File: src/rtl/tape_pkg.sv
// Shared CSW recording constants, FSM states and the pulse-length encoding helper
// used by the tape recorder and its byte FIFO.
package tape_pkg;

    localparam logic [7:0] CSW_ESCAPE    = 8'h00;
    localparam int         CSW_EXT_BYTES = 4;
    localparam int         CSW_RATE      = 44100;
    localparam int         FIFO_DEPTH    = 8;

    typedef enum logic [1:0] {
        IDLE,
        REC,
        FLUSH,
        DONE
    } state_t;

    // Short pulses fit in one byte; longer ones need the escape plus a 32-bit length.
    function automatic logic [2:0] emit_len(input logic [31:0] count);
        return (count < 32'd256) ? 3'd1 : 3'(CSW_EXT_BYTES + 1);
    endfunction

endpackage

File: src/rtl/tape_rec_fifo.sv
// 8x8 byte FIFO that accepts up to five bytes per cycle (byte 0 in the low lane)
// and hands out one byte per pop; reports how many entries are still free.
module tape_rec_fifo
    import tape_pkg::*;
(
    input  logic        clk,
    input  logic        reset,
    input  logic [2:0]  push_n,
    input  logic [39:0] push_data,
    input  logic        pop,
    output logic [7:0]  rd_data,
    output logic        empty,
    output logic [3:0]  free
);

    logic [7:0] mem [FIFO_DEPTH];
    logic [2:0] wr_ptr;
    logic [2:0] rd_ptr;
    logic [3:0] count;
    logic       pop_ok;

    assign empty   = (count == 4'd0);
    assign free    = 4'(FIFO_DEPTH) - count;
    assign rd_data = mem[rd_ptr];
    assign pop_ok  = pop && !empty;

    always_ff @(posedge clk) begin
        for (int i = 0; i < 5; i++) begin
            if (3'(i) < push_n)
                mem[wr_ptr + 3'(i)] <= push_data[8*i +: 8];
        end
    end

    // A push and a pop in the same cycle move the count by their net effect.
    always_ff @(posedge clk) begin
        if (reset) begin
            wr_ptr <= 3'd0;
            rd_ptr <= 3'd0;
            count  <= 4'd0;
        end else begin
            wr_ptr <= wr_ptr + push_n;
            if (pop_ok)
                rd_ptr <= rd_ptr + 3'd1;
            count <= count + {1'b0, push_n} - {3'b000, pop_ok};
        end
    end

endmodule

File: src/rtl/tape_rec.sv
// CSW tape recorder: measures MIC level pulse lengths in sample ticks, encodes them
// as CSW bytes into a small FIFO and writes them out to SDRAM one byte per request.
module tape_rec
    import tape_pkg::*;
#(
    parameter int          CLK_DIV   = 635,
    parameter logic [24:0] BASE_ADDR = 25'h400000,
    parameter logic [24:0] MAX_SIZE  = 25'h100000
) (
    input  logic        clk,
    input  logic        reset,
    input  logic        enable,
    input  logic        mic_in,
    output logic        wr_req,
    input  logic        wr_ack,
    output logic [24:0] a,
    output logic [7:0]  d,
    output logic [24:0] size,
    output logic        recording,
    output logic        done,
    output logic        overflow,
    output logic        full
);

    state_t      state_q, state_d;
    logic        mic_s1, mic_s2;
    logic        enable_q;
    logic [31:0] div_q;
    logic [31:0] cnt_q;
    logic        prev_q;

    logic        rise, fall, in_rec, enter_rec, tick, edge_det;
    logic [31:0] cnt_inc, cnt_eff;
    logic        emit, fits, drop;
    logic [2:0]  emit_n, push_n;
    logic [39:0] emit_bytes;
    logic        pop, fifo_empty;
    logic [7:0]  fifo_data;
    logic [3:0]  fifo_free;

    assign rise      = enable && !enable_q;
    assign fall      = !enable && enable_q;
    assign in_rec    = (state_q == REC);
    assign enter_rec = (state_d == REC) && !in_rec;
    assign tick      = in_rec && (div_q == 32'(CLK_DIV - 1));
    assign edge_det  = tick && (mic_s2 != prev_q);

    // The tick that detects an edge, or coincides with the stop, belongs to the pulse.
    assign cnt_inc    = (cnt_q == 32'hFFFF_FFFF) ? cnt_q : cnt_q + 32'd1;
    assign cnt_eff    = tick ? cnt_inc : cnt_q;
    assign emit       = edge_det || (in_rec && fall && (cnt_eff != 32'd0));
    assign emit_n     = emit_len(cnt_eff);
    assign emit_bytes = (cnt_eff < 32'd256) ? {32'd0, cnt_eff[7:0]} : {cnt_eff, CSW_ESCAPE};
    assign fits       = ({1'b0, emit_n} <= fifo_free);
    assign push_n     = (emit && fits) ? emit_n : 3'd0;
    assign drop       = emit && !fits;

    assign pop       = !fifo_empty && !wr_req;
    assign recording = (state_q == REC) || (state_q == FLUSH);
    assign done      = (state_q == DONE);

    tape_rec_fifo u_fifo (
        .clk       (clk),
        .reset     (reset),
        .push_n    (push_n),
        .push_data (emit_bytes),
        .pop       (pop),
        .rd_data   (fifo_data),
        .empty     (fifo_empty),
        .free      (fifo_free)
    );

    // enable_q resets high so an enable already asserted at reset is not seen as a rise.
    always_ff @(posedge clk) begin
        if (reset) begin
            state_q  <= IDLE;
            enable_q <= 1'b1;
        end else begin
            state_q  <= state_d;
            enable_q <= enable;
        end
    end

    always_comb begin
        state_d = state_q;
        case (state_q)
            IDLE:    if (rise) state_d = REC;
            REC:     if (fall) state_d = FLUSH;
            FLUSH:   if (fifo_empty && !wr_req) state_d = DONE;
            DONE:    if (rise) state_d = REC;
            default: state_d = IDLE;
        endcase
    end

    always_ff @(posedge clk) begin
        if (reset) begin
            mic_s1   <= 1'b0;
            mic_s2   <= 1'b0;
            div_q    <= 32'd0;
            cnt_q    <= 32'd0;
            prev_q   <= 1'b0;
            overflow <= 1'b0;
        end else begin
            mic_s1 <= mic_in;
            mic_s2 <= mic_s1;
            if (enter_rec) begin
                div_q    <= 32'd0;
                cnt_q    <= 32'd0;
                prev_q   <= mic_s2;
                overflow <= 1'b0;
            end else if (in_rec) begin
                div_q <= tick ? 32'd0 : div_q + 32'd1;
                if (tick)
                    prev_q <= mic_s2;
                cnt_q <= emit ? 32'd0 : cnt_eff;
                if (drop)
                    overflow <= 1'b1;
            end else begin
                div_q <= 32'd0;
            end
        end
    end

    // Once the buffer is full, popped bytes are discarded instead of requested.
    always_ff @(posedge clk) begin
        if (reset) begin
            wr_req <= 1'b0;
            a      <= 25'd0;
            d      <= 8'd0;
            size   <= 25'd0;
            full   <= 1'b0;
        end else if (enter_rec) begin
            size <= 25'd0;
            full <= 1'b0;
        end else begin
            if (wr_req && wr_ack) begin
                wr_req <= 1'b0;
                size   <= size + 25'd1;
                if (size + 25'd1 == MAX_SIZE)
                    full <= 1'b1;
            end
            if (pop && !full) begin
                d      <= fifo_data;
                a      <= BASE_ADDR + size;
                wr_req <= 1'b1;
            end
        end
    end

endmodule

File: config.mk
export PLATFORM = sky130hd
export DESIGN_NAME = tape_rec
export DESIGN_NICKNAME = d
export VERILOG_FILES = /design/src/rtl/tape_pkg.sv /design/src/rtl/tape_rec_fifo.sv /design/src/rtl/tape_rec.sv
export SDC_FILE = /design/constraint.sdc
export NUM_CORES = 1
export LEC_CHECK = 0
export CAP_MARGIN = 20
export CELL_PAD_IN_SITES_DETAIL_PLACEMENT = 0
export CELL_PAD_IN_SITES_GLOBAL_PLACEMENT = 1
export CORE_MARGIN = 5
export CORE_UTILIZATION = 50
export DETAILED_ROUTE_END_ITERATION = 16
export PLACE_DENSITY = 0.94
export SYNTH_ARGS = -nofsm -noshare
export SYNTH_HDL_FRONTEND = slang
export SYNTH_SLANG_ARGS = --single-unit
export TNS_END_PERCENT = 20
File: constraint.sdc
create_clock -name clk -period 8.3 [get_ports clk]
set_input_delay 1.66 -clock clk [delete_from_list [all_inputs] [get_ports clk]]
set_output_delay 1.66 -clock clk [all_outputs]
set_load 0.1 [all_outputs]
---- After elaboration in Yosys (flattened, before gate mapping) ----
Memories as Yosys holds them, arrays and structs flattened. A register that Yosys moved wholly into a read port is not among the register bits.
Index checks and enable logic that the tools add are counted.
word-level totals
  register bits ........................... 133
  bits in writable memories ............... 64
  memories kept ........................... 1
  input port bits ......................... 5
memories
  memory      words  width  rd ports  clocked after Yosys merged registers in  write ports  RTL line             RTL
  u_fifo.mem  8      8      1         1                                        5            tape_rec_fifo.sv:16  logic [7:0] mem [FIFO_DEPTH];
operators by class
  reductions and logical operators ........ 37
  equality and inequality tests ........... 8
  bitwise logic cells ..................... 2
  muxes and demuxes ....................... 25
  add/sub/neg operators ................... 13
  $lt $le $gt $ge ......................... 7
operators with widths
  kind                                                         number
  2-to-1 mux 32 bit                                            3
  adder 32 x 1 -> 32 bit, second input constant                2
  2-to-1 mux 40 bit                                            1
  == test 32 x 10 -> 1 bit, second input constant              1
  == test 32 bit, second input constant                        1
  less-than comparator 32 x 9 -> 1 bit, second input constant  1
  nonzero test 32 bit                                          1
  adder 23 x 25 -> 25 bit, first input constant                1
  adder 25 x 1 -> 25 bit, second input constant                1
  == test 25 x 21 -> 1 bit, second input constant              1
  2-to-1 mux 1 bit                                             15
  logical AND 1 bit                                            14
  AND reduction 2 bit                                          5
  logical NOT 1 bit                                            7
  adder 3 x 1 -> 3 bit, second input constant                  2
  adder 3 x 2 -> 3 bit, second input constant                  2
  less-than comparator 1 x 3 -> 1 bit, first input constant    2
  less-than comparator 2 x 3 -> 1 bit, first input constant    2
  2-to-1 mux 2 bit                                             3
  2-to-1 mux 3 bit                                             2
  case mux 2 bit (3 select lines)                              1
  nonzero test 2 bit                                           3
  adder 4 x 3 -> 4 bit                                         1
  == test 2 x 1 -> 1 bit, second input constant                2
  14 further kinds                                             18

---- Logic depth before layout (Yosys ltp) ----
  depth after elaboration ................. 11
  mapped depth ............................ 27
  gate-level depth less buffers ........... 22

---- Cells and area by module ----
From an unflattened synthesis, not the netlist that was laid out.
unflattened totals
  cells, all modules ...................... 1529
  area, all modules ....................... 12904.9 µm²
by module, submodules not included
  module         area each (µm²)  sequential area each (µm²)  cells each  instances
  tape_rec       6884.1           2622.5                      889         1
  tape_rec_fifo  6020.8           2182.1                      640         1

---- Worst setup path before layout ----
No wires, ideal clock.
  path type ............................... flip-flop to flip-flop
  start point ............................. register state_q[1]
  end point ............................... memory u_fifo.mem[2][0], enable pin
  setup slack ............................. 3.090 ns
  cell stages (with the launch flop) ...... 22
  data arrival time ....................... 4.823 ns
  required time ........................... 7.913 ns
  buffers on the path ..................... 4
  library setup time ...................... 0.387 ns
  path through ............................ dfxtp_1 -> inv_1 -> ha_1 -> nor4b_2 -> nand4_2 -> or2_1 -> buf_2 -> nor4_1 -> xnor2_1 -> o2111a_1 -> nand4_1 -> buf_4 -> buf_4 -> ha_1 -> nor2b_1 -> o211ai_1 -> and2_1 -> and2_1 -> buf_6 -> inv_4 -> o211a_1 -> o31ai_1
RTL lines
  what                    RTL line             RTL
  start, declared         tape_rec.sv:25       state_t state_q, state_d;
  start signal, assigned  tape_rec.sv:79       state_q <= state_d;
  end, declared           tape_rec_fifo.sv:16

---- Worst setup path in the final report ----
  start point ............................. register state_q[1]
  end point ............................... register u_fifo.count[3]
on the way
  word-level cells in the longest chain between the ends .. 10
  elaborated cells on any way between the ends .. 15
  classes of those cells .................. add/sub: 2; order compare: 2; eq/ne: 1; mux: 3; reduce/logical: 7
RTL lines
  what                                                                         RTL line                        RTL
  == test 2 x 1 -> 1 bit *                                                     tape_rec.sv:43                  assign in_rec = (state_q == REC);
  logical AND 1 bit                                                            tape_rec.sv:45                  assign tick = in_rec && (div_q == 32'(CLK_DIV - 1));
  2-to-1 mux 32 bit                                                            tape_rec.sv:50                  assign cnt_eff = tick ? cnt_inc : cnt_q;
  less-than comparator 32 x 9 -> 1 bit or nonzero test 32 bit (tied branches)  tape_pkg.sv:19, tape_rec.sv:51
  2-to-1 mux 3 bit or logical AND 1 bit (tied branches)                        tape_pkg.sv:19, tape_rec.sv:51
  less-or-equal comparator 3 x 4 -> 1 bit or logical OR 1 bit (tied branches)  tape_rec.sv:54, tape_rec.sv:51
  logical AND 1 bit                                                            tape_rec.sv:55                  assign push_n = (emit && fits) ? emit_n : 3'd0;
  2-to-1 mux 3 bit *                                                           tape_rec.sv:55
  adder 4 x 3 -> 4 bit *                                                       tape_rec_fifo.sv:44             count <= count + {1'b0, push_n} - {3'b000, pop_ok};
  subtractor 4 x 1 -> 4 bit *                                                  tape_rec_fifo.sv:44
  end signal, assigned                                                         tape_rec_fifo.sv:44
  end, declared                                                                tape_rec_fifo.sv:19             logic [3:0] count;
Every way passes the cells marked *; elsewhere a longest branch is shown, timed or not.
A chain may end at the register's enable or synchronous reset.

==> metrics <==
status=completed; initial core utilization=51.0%; Syn. warnings=0; Worst Max-Slew Pin Slew=1.08 ns; Reg clk slew, reported paths=0.06 ns; CTS root buf=clkbuf_16; gr usage total=23.2%; Final Hold Viols=0; max-slew violations=0; global-route wire length before repair=49400 µm; Initial DRC Count=1447; pin count of the biggest net entering global routing=53; Async S/R FF share, synth=0%; CTS tree=done; Area growth, synth to finish=15.1%; Synth Area per Inst=8.96 µm²; max_cap viols=0; critical path cell sequence=inv_1 -> ha_1 -> nor4b_2 -> nand4_2 -> or2_1 -> nor3_1 -> xnor2_1 -> o2111a_1 -> nand4_1 -> buf_4 -> ha_1 -> nor2b_1 -> o211ai_1 -> and2_1 -> and2_1 -> inv_4 -> ha_1 -> inv_1 -> ha_1 -> a21oi_1 -> xnor2_1 -> nor2_1; Post-Syn Instances=1245; setup violators final=0; nets@finish=1312; crit-path most repeated cell=ha_1; Max stage delay on crit path=0.82 ns; ANT cells=0; drt pass-1 iters=7; GPL Wtd Cong=1.00; max frequency=148 MHz; clock sinks=205; via/cell ratio=6.17; IO buf count=67; WL per Instance=19.3 µm; synth unique cells=66; Die Area=0.0254 mm²; Chip Width=159 µm; Hold Crit Class=register to register; Mapped Area=0.0112 mm²; gr ovfl total=0; vias in the first global route=9072; Placed Instances=1537; H-tree Lvls=1; cell taking the most area after synthesis=dfxtp_1; Pleak=4.20 nW; CTS Buf Count=24; HPWL after DPL=22100 µm; CTS max path bufs=3; DRT antenna net count=0; DR vias=9764; #FFs+latches synth=205; Most used DFF post-synth=dfxtp_1; commonest cells after routing, fill and taps aside=187 x nor2_1, 141 x dfxtp_1, 129 x nand2_1; Design Power=0.00298 W; Top delay family on crit path=simple AND/OR/NAND/NOR gates; Die H=159 µm; skew final=0.0154 ns; RSZ-0062 raised after global routing=false; Pwr Density=232 mW/mm²; DRC violations left=0; routed wire length=30600 µm; Row Count=54; top cell type's share of synthesized area=25.3%; Setup crit start kind=register; Core Area=0.0219 mm²; WP buf/inv=4; syn_nets=1272; critical path's slowest cell=xnor2_1; num ports=68; latest clock arrival within the worst-skew pair=0.52 ns; required time of the critical path=8.68 ns; EDFF count, synth=64; crit path time final=6.77 ns; post-CTS setup buffers=0; commonest non-fill, non-tap cell in the layout=nor2_1; post-synthesis sequential area ratio=42.5%; WS Path Type=register to register; Tcrit/Tclk final=81.6%; cts hold-fix bufs=0; initial antenna violation count=0; Data arrival, critical path=7.15 ns; synth top area cells=dfxtp_1 25%, edfxtp_1 17%, nor2_1 6.3%; final std cells w/o fill=1583; Setup crit end kind=register; layout cells sized above 1=8.37%; CP max FO=27; post-route setup TNS=0 ns; CTS resizes=0; relative slew slack=27.8%; Max rail drop VDD=164 µV
sequential cells by signal, indices dropped and copies added (netlist names):
| name | cells |
|---|---|
| d | 8 |
| div_q | 32 |
| u_fifo.mem | 64 |
| u_fifo.rd_ptr | 3 |
| mic_s2 | 1 |
| a | 25 |
| full | 1 |
| u_fifo.wr_ptr | 3 |
| enable_q | 1 |
| prev_q | 1 |
| wr_req | 1 |
| mic_s1 | 1 |
| state_q | 2 |
| size | 25 |
| u_fifo.count | 4 |
| cnt_q | 32 |
| overflow | 1 |
kinds of logic (layout without fill, tap and decap cells):
group | count (synthesis) | count (layout) | share of synthesized area [%]
DFF | 205 | 205 | 42.5
and+or+nand+nor | 559 | 559 | 24.9
buffers and inverters | 96 | 154 | 3.59
AOI/OAI and AO/OA | 235 | 235 | 14.3
muxes | 29 | 29 | 4.40
xor gates and xnor gates | 99 | 99 | 7.77
adders and majority gates | 22 | 22 | 2.53
tightest hold or removal path: cells and delay by family, from the launching register on:
family,cells,cell delay [ns]
buf+inv,1,0.05
flops,1,0.30
compound gates,1,0.05
final timing paths:
kind,from,end,slack [ns],cells past startpoint
hold reg to reg,overflow$_SDFFE_PP0P_,overflow$_SDFFE_PP0P_,0.45,2
setup reg to reg,state_q[1]$_SDFF_PP0_,u_fifo.count[3]$_SDFF_PP0_,1.53,22
setup / recovery,state_q[1]$_SDFF_PP0_,u_fifo.count[3]$_SDFF_PP0_,1.53,22
hold / removal,overflow$_SDFFE_PP0P_,overflow$_SDFFE_PP0P_,0.45,2
layout make-up:
cell class | count | area, µm²
clock buffers | 30 | 654
flip-flops and latches | 205 | 4740
multi-input cells | 944 | 6020
inverters | 30 | 115
repair buffers | 80 | 791
well taps | 280 | 350
fillers | 1915 | 9050
clock inverters | 14 | 174
per-stage QoR:
stage | instance area (µm²) | hold WS, ns | setup WS [ns] | util, %
2_1_floorplan | 11200 | 0.414 | 3.09 | -
3_3_place_gp | 12000 | 0.436 | 1.86 | 54.7
3_5_place_dp | 12000 | 0.443 | 1.64 | 54.7
4_1_cts | 12800 | 0.451 | 1.60 | 58.5
5_1_grt | 12800 | 0.464 | 1.01 | 58.7
6_report | 12800 | 0.451 | 1.53 | 58.7
where the power goes:
group | switching [W] | leakage, nW | total, W | internal (W)
Clock | 0.000428 | 0.394 | 0.00109 | 0.000658
Combinational | 0.000532 | 1.99 | 0.000767 | 0.000235
Sequential | 0.0000567 | 1.82 | 0.00113 | 0.00107
Total | 0.00102 | 4.20 | 0.00298 | 0.00197
cell usage after synthesis (22+ instances only):
| cell type | count |
|---|---|
| inv_1 | 28 |
| dfxtp_1 | 141 |
| clkbuf_1 | 45 |
| o21ai_0 | 22 |
| xnor2_1 | 44 |
| nand4_1 | 31 |
| nand2_1 | 129 |
| nor2_1 | 187 |
| a21oi_1 | 76 |
| nand3_1 | 53 |
| xor2_1 | 55 |
| edfxtp_1 | 64 |
| o221ai_1 | 61 |
| nor3_1 | 22 |
metal layers:
layer	GRT usage (%)	routed length [µm]	share of wire, %
met5	0	0	0
met4	7.64	1050	3.4
met3	4.53	2700	8.8
met2	36.9	13700	45
met1	32.0	13200	43
Note: power is estimated with default switching activity, not from simulation.
